==> config.mk <==
export PLATFORM = sky130hd
export DESIGN_NAME = cache_sdram_arbiter
export DESIGN_NICKNAME = d
export VERILOG_FILES = /design/src/rtl/cache_pkg.sv /design/src/rtl/rr_arbiter2.sv /design/src/rtl/cache_sdram_arbiter.sv
export SDC_FILE = /design/constraint.sdc
export NUM_CORES = 1
export LEC_CHECK = 0
export ABC_AREA = 1
export BUFFER_PORTS_ARGS = -buffer_cell sky130_fd_sc_hd__buf_2
export CAP_MARGIN = 30
export CORE_MARGIN = 3
export CORE_UTILIZATION = 48
export DETAILED_ROUTE_END_ITERATION = 7
export PLACE_DENSITY = 0.86
export REMOVE_ABC_BUFFERS = 1
export SLEW_MARGIN = 20
export SYNTH_ARGS = -nofsm -noshare
export SYNTH_HDL_FRONTEND = slang
export SYNTH_HIERARCHICAL = 1
export SYNTH_SLANG_ARGS = --single-unit
export TNS_END_PERCENT = 5
==> constraint.sdc <==
create_clock -name clk -period 2.6 [get_ports clk]
set_input_delay 0.13 -clock clk [delete_from_list [all_inputs] [get_ports clk]]
set_output_delay 0.13 -clock clk [all_outputs]
set_load 0.1 [all_outputs]
==> src/rtl/cache_pkg.sv <==
// Shared types and constants for the cache-to-SDRAM arbiter.
package cache_pkg;

  typedef enum logic [1:0] {
    IDLE,
    REQ,
    BURST,
    RELEASE
  } state_e;

  localparam int unsigned CACHE_BURST_LEN = 4;
  localparam int unsigned SDRAM_ADDR_W    = 32;
  localparam int unsigned DATA_W          = 16;

  // Read bursts always start on an 8-byte (4-word) boundary; writes keep the full address.
  function automatic logic [SDRAM_ADDR_W-1:0] req_addr(input logic [SDRAM_ADDR_W-1:0] addr,
                                                       input logic                    rw);
    return rw ? {addr[SDRAM_ADDR_W-1:3], 3'b000} : addr;
  endfunction

endpackage

==> src/rtl/rr_arbiter2.sv <==
// Two-way round-robin picker; the port that was not granted last wins a tie.
module rr_arbiter2 (
  input  logic       clk,
  input  logic       reset_n,
  input  logic [1:0] req,
  input  logic       en,
  output logic [1:0] grant
);

  logic last_q;

  always_comb begin
    grant = 2'b00;
    if (en) begin
      unique case (req)
        2'b01:   grant = 2'b01;
        2'b10:   grant = 2'b10;
        2'b11:   grant = last_q ? 2'b01 : 2'b10;
        default: grant = 2'b00;
      endcase
    end
  end

  // Reset to port 1 so port 0 wins the first contention.
  always_ff @(posedge clk or negedge reset_n) begin
    if (!reset_n) begin
      last_q <= 1'b1;
    end else if (en && (req != 2'b00)) begin
      last_q <= grant[1];
    end
  end

endmodule

==> src/rtl/cache_sdram_arbiter.sv <==
// Shares one SDRAM controller port between the instruction cache (port 0) and data cache (port 1).
module cache_sdram_arbiter
  import cache_pkg::*;
#(
  parameter int unsigned BURST_LEN  = CACHE_BURST_LEN,
  parameter int unsigned TIMEOUT    = 255,
  parameter int unsigned TURNAROUND = 1
) (
  input  logic                    clk,
  input  logic                    reset_n,
  input  logic                    c0_req,
  input  logic [SDRAM_ADDR_W-1:0] c0_addr,
  input  logic                    c0_rw,
  input  logic [DATA_W-1:0]       c0_wdata,
  output logic                    c0_fill,
  output logic                    c0_wack,
  input  logic                    c1_req,
  input  logic [SDRAM_ADDR_W-1:0] c1_addr,
  input  logic                    c1_rw,
  input  logic [DATA_W-1:0]       c1_wdata,
  output logic                    c1_fill,
  output logic                    c1_wack,
  output logic [DATA_W-1:0]       rdata,
  output logic [1:0]              grant,
  output logic                    timeout_err,
  output logic                    sdram_req,
  output logic [SDRAM_ADDR_W-1:0] sdram_addr,
  output logic                    sdram_rw,
  output logic [DATA_W-1:0]       sdram_wdata,
  input  logic                    sdram_fill,
  input  logic                    sdram_wack,
  input  logic [DATA_W-1:0]       sdram_rdata
);

  localparam int unsigned BeatW = (BURST_LEN > 1) ? $clog2(BURST_LEN) : 1;
  localparam int unsigned WdW   = $clog2(TIMEOUT + 1);
  localparam int unsigned TaW   = (TURNAROUND > 1) ? $clog2(TURNAROUND) : 1;

  state_e                  state_q, state_d;
  logic [1:0]              grant_q, grant_d;
  logic                    req_q, req_d;
  logic [SDRAM_ADDR_W-1:0] addr_q, addr_d;
  logic                    rw_q, rw_d;
  logic [DATA_W-1:0]       wdata_q, wdata_d;
  logic [BeatW-1:0]        beat_q, beat_d;
  logic [WdW-1:0]          wd_q, wd_d;
  logic [TaW-1:0]          ta_q, ta_d;
  logic                    terr_q, terr_d;

  logic       arb_en;
  logic [1:0] arb_grant;
  logic       in_req;

  rr_arbiter2 u_rr_arbiter2 (
    .clk     (clk),
    .reset_n (reset_n),
    .req     ({c1_req, c0_req}),
    .en      (arb_en),
    .grant   (arb_grant)
  );

  always_comb begin
    state_d = state_q;
    grant_d = grant_q;
    req_d   = req_q;
    addr_d  = addr_q;
    rw_d    = rw_q;
    wdata_d = wdata_q;
    beat_d  = beat_q;
    wd_d    = wd_q;
    ta_d    = ta_q;
    terr_d  = 1'b0;
    arb_en  = 1'b0;

    unique case (state_q)
      IDLE: begin
        arb_en = 1'b1;
        if (arb_grant != 2'b00) begin
          grant_d = arb_grant;
          req_d   = 1'b1;
          wd_d    = '0;
          state_d = REQ;
          if (arb_grant[1]) begin
            rw_d    = c1_rw;
            addr_d  = req_addr(c1_addr, c1_rw);
            wdata_d = c1_wdata;
          end else begin
            rw_d    = c0_rw;
            addr_d  = req_addr(c0_addr, c0_rw);
            wdata_d = c0_wdata;
          end
        end
      end

      REQ: begin
        // A response of the wrong kind for the current direction is ignored.
        if (rw_q && sdram_fill) begin
          req_d = 1'b0;
          if (BURST_LEN > 1) begin
            beat_d  = BeatW'(1);
            state_d = BURST;
          end else begin
            grant_d = 2'b00;
            ta_d    = '0;
            state_d = RELEASE;
          end
        end else if (!rw_q && sdram_wack) begin
          req_d   = 1'b0;
          grant_d = 2'b00;
          ta_d    = '0;
          state_d = RELEASE;
        end else if (wd_q == WdW'(TIMEOUT - 1)) begin
          req_d   = 1'b0;
          wd_d    = WdW'(TIMEOUT);
          terr_d  = 1'b1;
          grant_d = 2'b00;
          ta_d    = '0;
          state_d = RELEASE;
        end else begin
          wd_d = wd_q + 1'b1;
        end
      end

      BURST: begin
        // Grant stays with the owner so the tail words on rdata are attributable.
        if (beat_q == BeatW'(BURST_LEN - 1)) begin
          grant_d = 2'b00;
          ta_d    = '0;
          state_d = RELEASE;
        end else begin
          beat_d = beat_q + 1'b1;
        end
      end

      RELEASE: begin
        if (ta_q == TaW'(TURNAROUND - 1)) begin
          state_d = IDLE;
        end else begin
          ta_d = ta_q + 1'b1;
        end
      end

      default: state_d = IDLE;
    endcase
  end

  always_ff @(posedge clk or negedge reset_n) begin
    if (!reset_n) begin
      state_q <= IDLE;
      grant_q <= 2'b00;
      req_q   <= 1'b0;
      addr_q  <= '0;
      rw_q    <= 1'b1;
      wdata_q <= '0;
      beat_q  <= '0;
      wd_q    <= '0;
      ta_q    <= '0;
      terr_q  <= 1'b0;
    end else begin
      state_q <= state_d;
      grant_q <= grant_d;
      req_q   <= req_d;
      addr_q  <= addr_d;
      rw_q    <= rw_d;
      wdata_q <= wdata_d;
      beat_q  <= beat_d;
      wd_q    <= wd_d;
      ta_q    <= ta_d;
      terr_q  <= terr_d;
    end
  end

  assign in_req = (state_q == REQ);

  assign c0_fill = sdram_fill & grant_q[0] & in_req & rw_q;
  assign c1_fill = sdram_fill & grant_q[1] & in_req & rw_q;
  assign c0_wack = sdram_wack & grant_q[0] & in_req & ~rw_q;
  assign c1_wack = sdram_wack & grant_q[1] & in_req & ~rw_q;

  assign rdata       = sdram_rdata;
  assign grant       = grant_q;
  assign timeout_err = terr_q;
  assign sdram_req   = req_q;
  assign sdram_addr  = addr_q;
  assign sdram_rw    = rw_q;
  assign sdram_wdata = wdata_q;

endmodule

* Yosys cells after proc, flatten, opt, wreduce, memory -nomap -nowiden *
Cells that the tools add are included.

storage, ports and cells
  register bits after elaboration = 67
  output and inout port bits = 73
  logic and storage cells = 105
  bits of input ports = 120

operators by class
  equality and inequality tests = 17
  bitwise gates (word level) = 13
  muxes and demuxes = 43
  add/subtract/negate cells = 3
  reductions and logical operators = 18

operators with widths
  operator             count
  $mux 32              1
  $mux 8               4
  $mux 2               15
  $mux 16              1
  $pmux 8 s2           1
  $mux 1               13
  $and 1x1->1          12
  $ne 2x2->1 const B   6
  $pmux 2 s3           2
  $reduce_and 4->1     3
  $eq 2x2->1 const B   5
  $add 8x1->8 const B  1
  $eq 8x8->1 const B   1
  $pmux 2 s4           1
  $reduce_bool 2->1    4
  $mux 3               2
  $reduce_and 3->1     2
  $reduce_bool 3->1    2
  $reduce_and 5->1     1
  $eq 2x1->1 const B   2
  $ne 4x1->1 const B   1
  $pmux 2 s2           1
  $logic_and 1x1->1    3
  $ne 3x1->1 const B   1
  other kinds (9)      9

* Longest topological paths before layout *
Gate-level depths: netlist (run 1).

  word-level depth = 6
  mapped depth = 12

* Hierarchy *
The synthesis (run 1) kept the hierarchy.

by module, submodules not included
  module               area an instance (um^2)  sequential area each (um^2)  times used  cells an instance
  cache_sdram_arbiter  3369.5                   1627.8                       1           441
  rr_arbiter2          68.8                     26.3                         1           11

* Worst setup path after synthesis (run 1) *
No wires, ideal clock.

  path kind = reg-to-output
  start point = register rw_q (netlist: sdram_rw)
  end point = output port c0_fill
  setup slack = -0.017 ns
  stages on the path, launching flop included = 5
  data arrival time = 2.487 ns
  path through = dfstp_2 nand2_1 inv_1 nand2_1 nor2_1

on the way
  cells in the longest elaborated chain, start to end = 1

ends and longest elaborated chain
  item                    RTL line                    text
  start, declared         cache_sdram_arbiter.sv:43   logic rw_q, rw_d;
  start signal, assigned  cache_sdram_arbiter.sv:164  rw_q <= rw_d;
  $and 1x1->1             cache_sdram_arbiter.sv:175  assign c0_fill = sdram_fill & grant_q[0] & in_req & rw_q;
  end, declared           cache_sdram_arbiter.sv:15   output logic c0_fill,

No other way between the ends.

* Worst setup path after layout (run 1) *
  start point = register state_q[0]
  end point = register wdata_q[9] (netlist: sdram_wdata[9])

on the way
  cells in the longest elaborated chain, start to end = 5
  elaborated cells on any way between the ends = 6
  classes of those cells = mux (3); reduce/logical (3)

ends and longest elaborated chain
  item                               RTL line                    text
  start, declared                    cache_sdram_arbiter.sv:39   state_e state_q, state_d;
  start signal, assigned             cache_sdram_arbiter.sv:160  state_q <= state_d;
  $logic_not 2->1 *                  cache_sdram_arbiter.sv:75   unique case (state_q)
  $mux 1 *                           cache_sdram_arbiter.sv:75
  via arb_en                         cache_sdram_arbiter.sv:50   logic arb_en;
  $mux 2 *                           rr_arbiter2.sv:14           if (en) begin
  via arb_grant[1]                   cache_sdram_arbiter.sv:51   logic [1:0] arb_grant;
  $reduce_bool 2->1                  cache_sdram_arbiter.sv:78   if (arb_grant != 2'b00) begin
  $reduce_and 2->1 (no source line)  -
  end signal, assigned               cache_sdram_arbiter.sv:165  wdata_q <= wdata_d;
  end, declared                      cache_sdram_arbiter.sv:44   logic [DATA_W-1:0] wdata_q, wdata_d;

The timed path passes the listed nets; every way through them passes the cells marked *.
A chain may end at the register's enable or synchronous reset.

==> impl.org, run 1 <==
** Run status
- Result of the run :: completed

** GRT
- The first global-routing pass estimated ~15 mm of wire.
- Via count of the first global-routing pass :: 3303
- In the global route stage, overall resource usage came out at roughly a quarter.
- Maximum number of pins on one net before global-route repair :: approximately 60
- The initial antenna violation count was 1.
- For this run the aggregate overflow at the end of global routing stands at 0.

** Critical path
- The number of buffers and inverters on the critical path is 4.
- Required time at the worst-slack endpoint :: between 2 and 3 ns
- Data arrives at the worst endpoint at between 2 and 2.5 ns.
- CP startpoint kind :: flip-flop
- STA classifies the critical path endpoint as a flip-flop.
- Startpoint of the lowest-slack register-to-register path :: state_q[0]
- Slowest-stage cell, CP :: buf_4
- For this run, the slowest stage of the critical path takes between 0.4 and 0.5 ns.
- Max Fanout on Critical Path :: between 50 and 60
- Type of the worst setup path :: flip-flop to flip-flop
- Largest delay share family, worst path :: buffers and inverters
- Traced cell by cell, the critical path runs through inv_1 -> ha_1 -> nand3_1 -> inv_1 -> inv_2 -> a21oi_4 -> buf_4 -> nor2_1 -> a31oi_1.
- In this run the critical register-to-register path is captured at sdram_wdata[9].
- Length in cells of the worst reg-to-reg path :: 9
- Cell mode on critical path :: inv_1
- Worst setup slack for register-to-register paths :: approximately 0.53 ns

** CTS
- Total of hold buffers inserted after clock tree synthesis :: 1
- After clock tree synthesis, the clock-pin slew on the worst setup and hold paths is roughly 0.07 ns.
- Count of cells resized by post-cts repair :: 0
- # Post-CTS Setup Buffers :: 0
- H-tree depth reported by CTS :: 3
- At the later pin of the worst-skew pair, clock insertion delay measures approximately 0.34 ns.
- Buffer type at the clock tree root :: clkbuf_8
- The clock passes through at most 2 buffers.
- The number of clock buffers added by TritonCTS is 9.
- Total clock sinks :: 66
- Clock tree from TritonCTS :: built

** STA
- Maximum clock skew at final layout :: ~0.01 ns
- Final setup fails :: 0
- Based on the critical path, the design can be clocked at up to ~480 MHz.
- Final critical path time including I/O delays and setup :: 2.075 ns
- The final max-slew violation count is 0.
- Worst rel slew slack :: about 48%
- The count of final hold-check violations is 0.
- Final period util :: approximately 80%
- For the pin with the worst max-slew slack, the measured transition is around 0.78 ns.
- Setup repair after global routing left no endpoint under its margin.
- Setup total negative slack on the finished layout was measured at 0 ns.

** Job
- Max_cap viols :: 0

** Yosys
- Area share of xor/xnor cells in the synthesized design :: 0%
- Summing the sequential cell areas from Yosys gives about half of the chip area.
- Each instance of the synthesized netlist takes up on average between 7 and 8 sq um.
- In this run the cell area of the synthesized design comes to 3438 sq um.
- Post-synthesis share of cell area spent on and, or, nand and nor gates :: 27.40%
- The synthesized design contains 66 register bits.
- Syn Inst Count :: roughly 450
- Summing the areas of all compound-gate instances in the mapped netlist gives ~12% of the synthesized area.
- After synthesis, the cell types taking the most area are dfrtp_1 (47%), nand2_1 (16%), a31oi_1 (8.7%), nor2_1 (7.6%), buf_4 (3.7%).
- The synthesized netlist devotes 2.547% of its cell area to adder and majority cells.
- Synthesis warning total :: 6
- dfrtp_1 takes more of the synthesized area than any other cell.
- Of the post-synthesis cell area, the part taken by muxes is 0%.
- Number of unique standard cell types used by synthesis :: 17
- Area share of the largest cell type after synthesis :: 46.58%
- Largest family of logic cells by synthesized area :: simple AND/OR/NAND/NOR gates

** Detailed routing
- Using the TritonRoute via totals, the vias-per-cell ratio works out to ~5.
- In the final routed layout, each cell accounts on average for 13.80 um.
- In this run, the number of DRC markers left after iteration 0 of detailed routing was ~200.
- Count of nets left with antenna violations after detail routing :: 0
- Drc violations :: 0
- Total length of routed wires :: about 9.6 mm
- The first detailed-routing pass ran for 4 iterations.
- The detailed router placed 3480 vias in this run.

** Finish
- Registers take 1654 sq um.
- Area added between synthesis and finish :: 28.35%
- Multi-input combinational cell area :: between 1000 and 1500 sq um
- Fillers :: between 500 and 600
- NumNets Final :: just over 700
- Most common library cell in the layout ignoring fill and taps :: buf_2
- Share of post-route cells with drive strength above 1 :: a little under a third
- Leaving out fill and tap cells, the most frequent cells in the layout are buf_2 (160), nand2_1 (150), nor2_1 (70).
- 0 antenna diodes ended up in the layout.

** Floorplanning
- The floorplan has 30 rows.
- Die Wd :: approximately 91 um
- Top Ports :: a little under 200
- The total area inside the core boundary comes to 6869 sq um.
- The die covers 8215 sq um.
- Starting density of the core :: approximately 50%
- Height of the chip :: approximately 91 um

** Min path
- The tightest min-delay check is of the primary input to flip-flop type.
- The path with the worst hold slack has its endpoint at u_rr_arbiter2/last_q.
- The worst hold path passes through 4 cells.
- Hold Crit Start :: c0_req

** Place
- IO Port Bufs :: between 150 and 200
- Routability cong. :: 0.8552
- HPWL Detailed :: 7.373 mm
-- metal layers --
| layer | GRT usage [%] | part of all wire [%] | vias to the layer above |
|---|---|---|---|
| met2 | 38.91 | 48 | 146 |
| met5 | 0 | 0.073 | - |
| li1 | - | - | 1730 |
| met4 | 10.08 | 2.3 | 2 |
| met1 | 27.32 | 40 | 1583 |
| met3 | 8.583 | 9.4 | 19 |
-- through the flow --
stage | setup WS, ns | hold WS (ns) | utilization, % | std cells | cell area (sq um)
final | 0.5250 | 0.03719 | 64.24 | 694 | 4413
after global routing | 0.2983 | 0.04499 | 64.24 | 694 | 4413
after CTS | 0.5221 | 0.02644 | 64.24 | 694 | 4413
after detailed placement | 0.5337 | 0.2581 | 61.04 | 677 | 4193
after global placement | 0.7013 | 0.2465 | 61.04 | 677 | 4193
after floorplan | -1.143 | -0.1656 | - | 415 | 3214
-- flip-flops by register name, indices dropped and copies added (netlist names) --
signal	count
sdram_wdata	16
grant	2
state_q	2
wd_q	8
u_rr_arbiter2/last_q	1
beat_q	2
sdram_addr	32
sdram_req	1
sdram_rw	1
timeout_err	1
-- synth_stat cells --
library cell    n
a31oi_1        48
o21ai_1         2
inv_2           1
nand3_1        22
clkbuf_1        3
ha_1            7
dfrtp_1        64
dfstp_2         2
nand2_1       150
a21oi_1         2
nand2_2         1
nor2_1         70
a21oi_4         1
buf_2          17
o21ai_0        17
buf_4          17
inv_1          28
-- worst register-to-register path, cell delays in order, from the launching register on --
cell and delay [ns]:
dfrtp_1 0.42, inv_1 0.11, ha_1 0.26, nand3_1 0.15
inv_1 0.11, inv_2 0.07, a21oi_4 0.13, buf_4 0.46
nor2_1 0.12, a31oi_1 0.16
-- how the worst max path moves through the flow --
stage / start / endpoint / slack [ns] / depth (start not counted)
detailed placement: state_q[1] / sdram_wdata[9] / 0.53 / 9
global route: state_q[0] / sdram_wdata[5] / 0.30 / 9
global placement: state_q[0] / sdram_rw / 0.70 / 9
finish: state_q[0] / sdram_wdata[9] / 0.53 / 9
floorplan: state_q[0] / sdram_addr[0] / -1.14 / 7
CTS: state_q[0] / sdram_wdata[9] / 0.52 / 9
-- logic make-up (layout without fill, tap and decap cells) --
family	after synthesis	count (layout)
flip-flops	66	66
AO/OA/AOI/OAI	70	70
AND/OR/NAND/NOR	243	243
buffers and inverters	66	212
adder cells (fa/ha/maj)	7	7
-- layout make-up --
cell class / count / area share, %
Sequential cell: 66 / 37.48
Multi-Input combinational cell: 320 / 32.89
Timing Repair Buffer: 167 / 19.68
Clock buffer: 11 / 2.977
Tap cell: 96 / 2.722
Inverter: 29 / 2.467
Clock inverter: 5 / 1.786
Power of run 1 is left out: the tool's default activity adds up to more than one toggle a clock period on the data nets, which glitch-free logic cannot reach.
==> run 2: changes to the inputs <==
--- a/config.mk
+++ b/config.mk
@@ -9,9 +9,9 @@
 export BUFFER_PORTS_ARGS = -buffer_cell sky130_fd_sc_hd__buf_2
 export CAP_MARGIN = 30
 export CORE_MARGIN = 3
-export CORE_UTILIZATION = 48
+export CORE_UTILIZATION = 45
 export DETAILED_ROUTE_END_ITERATION = 7
-export PLACE_DENSITY = 0.86
+export PLACE_DENSITY = 0.81
 export REMOVE_ABC_BUFFERS = 1
 export SLEW_MARGIN = 20
 export SYNTH_ARGS = -nofsm -noshare
==> constraint.sdc (replaced) <==
create_clock -name clk -period 2.15 [get_ports clk]
set_input_delay 0.1075 -clock clk [delete_from_list [all_inputs] [get_ports clk]]
set_output_delay 0.1075 -clock clk [all_outputs]
set_load 0.1 [all_outputs]
==> run 2 against run 1 <==
Clock skew increased by 0.0026 ns. First-iteration DRC count decreased by 31%. Worst hold slack got worse by 0.020 ns. Die area increased by 6.2%. Largest cell class unchanged. Routed wire length increased by 1.2%. Final area increased by 0.65%. Flip-flop and latch count unchanged. Sequential share of layout area decreased by 0.24 points. Non-clock buffer count unchanged.
==> impl.org, run 2 (synthesis gave the netlist of run 1 again) <==
** Run status
- Result of the run :: completed (unchanged)

** CTS
- The clock-pin slew on the worst setup and hold paths is 0.08 ns (was 0.07 ns).
- Clock tree from TritonCTS :: built (unchanged)
- The root buffer cell is clkbuf_8 (unchanged).
- Number of buffers added by the clock tree synthesis step :: 9 (unchanged)
- Clock latency on the worst-skew pair :: 0.34 ns (about the same)
- The buffers inserted during post-CTS setup optimization is 0 (unchanged).
- Longest Clk Path Bufs :: 2 (unchanged)
- Total clock sinks :: 66 (unchanged)
- H-tree depth reported by CTS :: 3 (unchanged)

** Critical path
- The required time of the critical path was 2.04 ns (was 2.85 ns).
- The endpoint of the most critical register-to-register path is sdram_addr[11] (was sdram_wdata[9]).
- Worst setup slack for register-to-register paths :: 0.15 ns (was 0.53 ns)
- Startpoint of the lowest-slack register-to-register path :: state_q[1] (was state_q[0])
- The sum of buffers and inverters on the critical path was 2 (was 4).
- The critical path capture point type was a primary output (was flip-flop).
- The critical-path maximum fanout came to 7 (was 58).
- The family of cells with the greatest summed delay on the critical path is buffers and inverters (unchanged).
- Critical path cell sequence :: inv_1 -> ha_1 -> nand2_1 -> nor2_1 -> buf_2 (was inv_1 -> ha_1 -> nand3_1 -> inv_1 -> inv_2 -> a21oi_4 -> buf_4 -> nor2_1 -> a31oi_1)
- CP startpoint kind :: flip-flop (unchanged)
- The cell with the largest stage delay on the worst path is buf_2 (was buf_4).
- The delay of the slowest cell on the worst path is 0.43 ns (was 0.46 ns).
- Data arrival time at the worst-slack endpoint :: 1.89 ns (was 2.32 ns)
- Type of the worst setup path :: flip-flop to primary output (was flip-flop to flip-flop)
- Length in cells of the worst reg-to-reg path :: 9 (unchanged)

** STA
- After layout, the minimum clock period comes to 2.000 ns.
- Final WS setup :: 0.1501 ns (was 0.5250 ns)
- The final max-slew violation count was 0 (unchanged).
- Hold violation count in the final report :: 0 (unchanged)
- RSZ-0062 raised after global routing :: yes (was no)
- Peak Freq :: about 500 MHz
- The worst-margin pin slew came to 0.6095 ns (was 0.7768 ns).
- Maximum clock skew at final layout :: 0.01257 ns (was 0.009977 ns)
- Final setup fails :: 0 (unchanged)
- Worst rel slew slack :: 59.37% (was 48.21%)
- Final period util :: ~93%

** Detailed routing
- Highest metal layer with signal wires :: met5 (unchanged)
- The first-pass detailed-route iteration total came to 4 (unchanged).
- The wire length on met2 is 4.724 mm (was 4.644 mm).
- The wire length on met3 was 1.003 mm (was 904 um).
- The routed wire length was 9.689 mm (was 9.576 mm).
- Count of nets left with antenna violations after detail routing :: 0 (unchanged)
- Number of vias in the routed layout :: 3489 (was 3480)
- The met1 wire length came to 3.762 mm (was 3.794 mm).
- The DRC violation total after the first TritonRoute iteration came to 138 (was 199).
- The post-route DRC violation count came to 0 (unchanged).
- The mean routed wirelength per cell was 13.90 um (was 13.80 um).
- The average via count per standard cell came to 5.006 (was 5.014).

** Finish
- The fraction of layout instances using a drive strength above 1 is 31.10% (was 30.94%).
- The area occupied by multi-input gates was 1451 sq um (unchanged).
- Fillers :: 654 (was 592)
- Most frequent cells in the layout: buf_2 (160), nand2_1 (150), nor2_1 (70) (unchanged).
- The layout-stage area growth over the synthesis result came to 29.18% (was 28.35%).
- The most common cell after layout, fill and taps aside is buf_2 (unchanged).
- The total number of nets in the final design is 720 (unchanged).
- The flip-flop count of the largest register, all copies and words added is 32 (unchanged).
- The final standard cell count with taps included and fillers excluded was 697 (was 694).
- The area of all sequential standard cells came to 1654 sq um (unchanged).
- # diodes :: 0 (unchanged)

** Min path
- The type of the tightest min-delay check is primary input to flip-flop (unchanged).
- The launch point of the worst hold path was c0_addr[8] (was c0_req).
- WHS Endpoint :: sdram_addr[8] (was u_rr_arbiter2/last_q)
- The number of cells on the worst hold path is 3 (was 4).

** GRT
- The initial antenna violation count is 0 (was 1).
- First-pass GRT wire length :: 15.26 mm (was 15.42 mm)
- GR Util All Layers :: 22.41% (was 23.48%)
- The via count of the first global-routing pass was 3340 (was 3303).
- The global route total overflow was 0 (unchanged).
- The pin count of the biggest net entering global routing came to 69 (was 59).

** Job
- The max-capacitance violation count is 0 (unchanged).

** Floorplanning
- Top Ports :: 193 (unchanged)
- Starting density of the core :: 46.90% (was 50.05%)
- The floorplan die width was 93.41 um (was 90.64 um).
- Floorplan die area :: 8725 sq um (was 8215 sq um)
- Number of placement rows :: 31 (was 30)
- Height of the chip :: 93.41 um (was 90.64 um)
- Floorplan Core Area :: 7331 sq um (was 6869 sq um)

** Place
- Routability cong. :: 0.8436 (was 0.8552)
- IO Port Bufs :: 160 (unchanged)
- The cell count after placement was 680 (was 677).
- Placement Setup Slack :: 0.1699 ns (was 0.5337 ns)
- The HPWL after detailed placement was 7.338 mm (was 7.373 mm).
run 2: cell types whose count changed in the layout (fill, tap and decap cells not counted):
cell,delta
clkinv_4,-1
buf_6,+1
clkbuf_8,+1
clkinvlp_4,+1
clkbuf_1,-1
buf_4,-2
buf_12,+1
o21ai_0,-1
o21ai_1,+1
run 2: worst reg2reg max path: stages, from the launching register on:
cell	delay, ns
dfrtp_1	0.42
inv_1	0.11
ha_1	0.26
nand3_1	0.14
inv_1	0.13
inv_2	0.08
a21oi_4	0.19
buf_12	0.27
nor2_1	0.09
a31oi_1	0.20
run 2: cell type report:
cell class	instances	area share, %
Multi-Input combinational cell	320	32.68
Tap cell	99	2.789
Clock buffer	11	3.183
Timing Repair Buffer	167	19.92
Inverter	29	2.451
Sequential cell	66	37.24
Clock inverter	5	1.746
run 2: per-stage QoR:
step           area (sq um)  hold WS (ns)  utilization (%)  setup TNS, ns
2_1_floorplan          3214       -0.1881                -         -88.22
5_1_grt                4442       0.01714            60.59      -0.008380
3_3_place_gp           4209        0.1437            57.42              0
3_5_place_dp           4209        0.1558            57.42              0
4_1_cts                4438      0.007973            60.54              0
6_report               4442       0.01734            60.59              0
run 2: worst max path at each step:
stage,from,end,cells past startpoint
final,state_q[1],c1_fill,5
after global routing,state_q[1],sdram_addr[2],9
after detailed placement,state_q[1],sdram_rw,9
after CTS,state_q[1],c0_fill,5
after floorplan,state_q[0],sdram_addr[0],7
after global placement,state_q[0],sdram_rw,9
run 2: per-layer routing:
metal,vias up,global-route usage [%]
li1,1728,-
met1,1576,25.22
met2,167,37.76
met3,16,8.689
met4,2,8.425
met5,-,5.128
run 2: repair_timing:
action / CTS / global route
hold endpoints to repair: 24 / 0
resized for setup: 0 / 2
endpoints found under the setup margin: 0 / 7
hold buffers: 1 / 0
Power of run 2 is left out for the same reason.
==> run 3: changes to the inputs <==
--- a/config.mk
+++ b/config.mk
@@ -13,6 +13,7 @@
 export DETAILED_ROUTE_END_ITERATION = 7
 export PLACE_DENSITY = 0.81
 export REMOVE_ABC_BUFFERS = 1
+export SETUP_SLACK_MARGIN = 0.5
 export SLEW_MARGIN = 20
 export SYNTH_ARGS = -nofsm -noshare
 export SYNTH_HDL_FRONTEND = slang
==> constraint.sdc (replaced) <==
create_clock -name clk -period 2.15 [get_ports clk]
set_input_delay 0.3225 -clock clk [delete_from_list [all_inputs] [get_ports clk]]
set_output_delay 0.3225 -clock clk [all_outputs]
set_load 0.1 [all_outputs]
==> run 3 against run 2 <==
Clock skew decreased by 0.0053 ns. Global-route usage increased by 1.8 points. Critical path type unchanged. Worst hold slack improved by 0.21 ns. Cell count increased by 2.2%. Critical path depth unchanged. Routed wire length increased by 12%.
==> impl.org, run 3 (synthesis gave the netlist of run 1 again) <==
** Finish
- The area of all sequential standard cells is 1654 sq um (unchanged).
- The filler cell count in the final layout came to 601 (was 654).
- Most frequent cells in the layout :: buf_2 (155), nand2_1 (147), dfrtp_1 (64) (was buf_2 (160), nand2_1 (150), nor2_1 (70))
- The flip-flop count of the largest register, all copies and words added came to 32 (unchanged).
- Share of post-route cells with drive strength above 1 :: 36.70% (was 31.10%)
- The layout-stage area growth over the synthesis result was 41.99% (was 29.18%).
- # diodes :: 0 (unchanged)
- NumNets Final :: 736 (was 720)
- The area occupied by multi-input gates came to 1592 sq um (was 1451 sq um).
- Finished Layout Cells :: 712 (was 697)
- Most common library cell in the layout ignoring fill and taps :: buf_2 (unchanged)

** STA
- The count of final hold-check violations came to 0 (unchanged).
- Least-Margin Pin Slew :: 0.6059 ns (was 0.6095 ns)
- Aggregate negative setup slack :: 0 ns (unchanged)
- Final setup fails :: 0 (unchanged)
- The setup clock skew after layout is 0.007305 ns (was 0.01257 ns).
- The relative max-transition margin is 59.61% (was 59.37%).
- The final clock period utilization by the worst path came to 81.41% (was 93.02%).
- RSZ-0062 raised after global routing: yes (unchanged).
- Final critical path time including I/O delays and setup :: 1.750 ns (was 2.000 ns)
- The upper clock frequency limit was 571.3 MHz (was 500.0 MHz).
- Number of max-slew violations in the final report :: 0 (unchanged)

** Job
- Max_cap viols :: 0 (unchanged)

** Place
- Routability cong. :: 0.8356 (was 0.8436)
- IO Port Bufs :: 160 (unchanged)
- Placed Cells :: 680 (unchanged)
- The HPWL after detailed placement was 7.167 mm (was 7.338 mm).

** Min path
- The type of the tightest min-delay check is primary input to flip-flop (unchanged).
- Hold Crit Depth :: 3 (unchanged)

** CTS
- Buffer type at the clock tree root :: clkbuf_8 (unchanged)
- Total clock sinks :: 66 (unchanged)
- Number of buffers added by the clock tree synthesis step :: 9 (unchanged)
- The clock insertion delay at the later pin of the skew report is 0.35 ns (was 0.34 ns).
- Clock tree from TritonCTS :: built (unchanged)
- H-tree depth reported by CTS :: 3 (unchanged)
- Clock transition time at the flip-flop clock pins of the worst setup and hold paths :: 0.07 ns (was 0.08 ns)
- The number of buffers on the longest clock path is 2 (unchanged).

** Critical path
- Data arrival time at the worst-slack endpoint :: 1.43 ns (was 1.89 ns)
- Length in cells of the worst reg-to-reg path :: 10 (was 9)
- The critical-path maximum fanout came to 4 (was 7).
- The depth of the critical timing path with buffers and inverters included came to 5 (unchanged).
- The cell with the largest stage delay on the worst path is dfrtp_1 (was buf_2).
- Count of buffering cells on the critical path with inverters included :: 2 (unchanged)
- Required time at the worst-slack endpoint :: 1.83 ns (was 2.04 ns)
- Worst setup slack for register-to-register paths :: 0.41 ns (was 0.15 ns)
- Largest delay share family, worst path :: flip-flops (was buffers and inverters)
- The delay of the slowest cell on the worst path came to 0.39 ns (was 0.43 ns).
- Critical path cell sequence: inv_2 -> ha_4 -> nand2_4 -> nor2_4 -> buf_12 (was inv_1 -> ha_1 -> nand2_1 -> nor2_1 -> buf_2).
- The critical path capture point type was a primary output (unchanged).
- Type of the worst setup path :: flip-flop to primary output (unchanged)
- The element type at the critical path start was a flip-flop (unchanged).

** Floorplanning
- Number of placement rows :: 31 (unchanged)
- The vertical die dimension was 93.41 um (unchanged).
- Floorplan Core Area :: 7331 sq um (unchanged)
- The floorplan die width is 93.41 um (unchanged).
- Starting density of the core :: 46.90% (unchanged)
- The area of the die came to 8725 sq um (unchanged).
- The number of placed I/O pins was 193 (unchanged).

** Detailed routing
- Drc violations :: 0 (unchanged)
- Total length of routed wires :: 10.89 mm (was 9.689 mm)
- Number of vias in the routed layout :: 3664 (was 3489)
- Vias/cell :: 5.146 (was 5.006)
- The mean routed wirelength per cell was 15.29 um (was 13.90 um).
- DRT Pass-1 Iters :: 4 (unchanged)
- The remaining number of nets flagged by the antenna check after routing was 0 (unchanged).
- Initial detailed-routing violation count :: 228 (was 138)

** GRT
- The global route total overflow was 0 (unchanged).
- The initial antenna violation count was 0 (unchanged).
- The pin count of the biggest net entering global routing was 51 (was 69).
- The global-route wire length before repair came to 16.62 mm (was 15.26 mm).
- Via count of the first global-routing pass :: 3457 (was 3340)
- GR Util All Layers :: 24.17% (was 22.41%)

** Run status
- Result of the run :: completed (unchanged)
-- run 3: cell count changes in the layout (fill, tap and decap cells not counted), moves of 4 or more --
cell / previous run / this run
nor2_1: 70 / 61
buf_4: 3 / 11
nor2_4: 0 / 7
inv_1: 28 / 22
buf_12: 2 / 7
buf_2: 160 / 155
buf_16: 0 / 4
clkbuf_16: 0 / 4
-- run 3: path summary, 6_finish.rpt --
path	from	end
setup / recovery	state_q[1]	c1_fill
hold / removal	c0_addr[12]	sdram_addr[12]
setup reg to reg	state_q[1]	sdram_addr[6]
hold reg to reg	u_rr_arbiter2/last_q	u_rr_arbiter2/last_q
max in group asynchronous	reset_n	sdram_rw
min in group asynchronous	reset_n	beat_q[0]
-- run 3: metrics by stage --
step	worst slack, ns	area, sq um	util (%)	hold slack [ns]
2_1_floorplan	-1.593	3214	-	0.02691
3_3_place_gp	0.2640	4209	57.42	0.3593
6_report	0.3997	4882	66.60	0.2290
4_1_cts	0.3835	4682	63.87	0.2196
5_1_grt	0.3510	4882	66.60	0.2241
3_5_place_dp	0.1197	4209	57.42	0.3721
-- run 3: layer usage --
metal / global-route usage [%] / vias to the layer above / part of all wire (%)
li1: - / 1760 / -
met1: 27.88 / 1698 / 37
met2: 40.86 / 185 / 51
met3: 8.528 / 19 / 9.7
met4: 8.547 / 2 / 1.4
met5: 5.128 / - / 0.47
-- run 3: worst min-delay path, stage by stage --
cell and delay [ns]:
buf_2 0.09, nand2_1 0.05, a31oi_1 0.07
-- run 3: repair_timing --
item / 4_1_cts / 5_1_grt
endpoints found under the hold margin: 16 / 0
setup endpoints to repair: 67 / 67
buffers inserted: 8 / 2
pin swaps: 7 / 9
resized for setup: 48 / 21
hold buffers: 1 / 0
gates cloned: 2 / 4
-- run 3: area by class of cell --
cell class | instances | share of cell area [%]
timing repair buffer | 183 | 25.12
clock inverter | 3 | 0.3075
multi-input combinational | 320 | 32.60
sequential | 66 | 33.88
clock buffer | 12 | 3.178
tap | 99 | 2.537
inverter | 29 | 2.383
Power of run 3 is left out for the same reason.
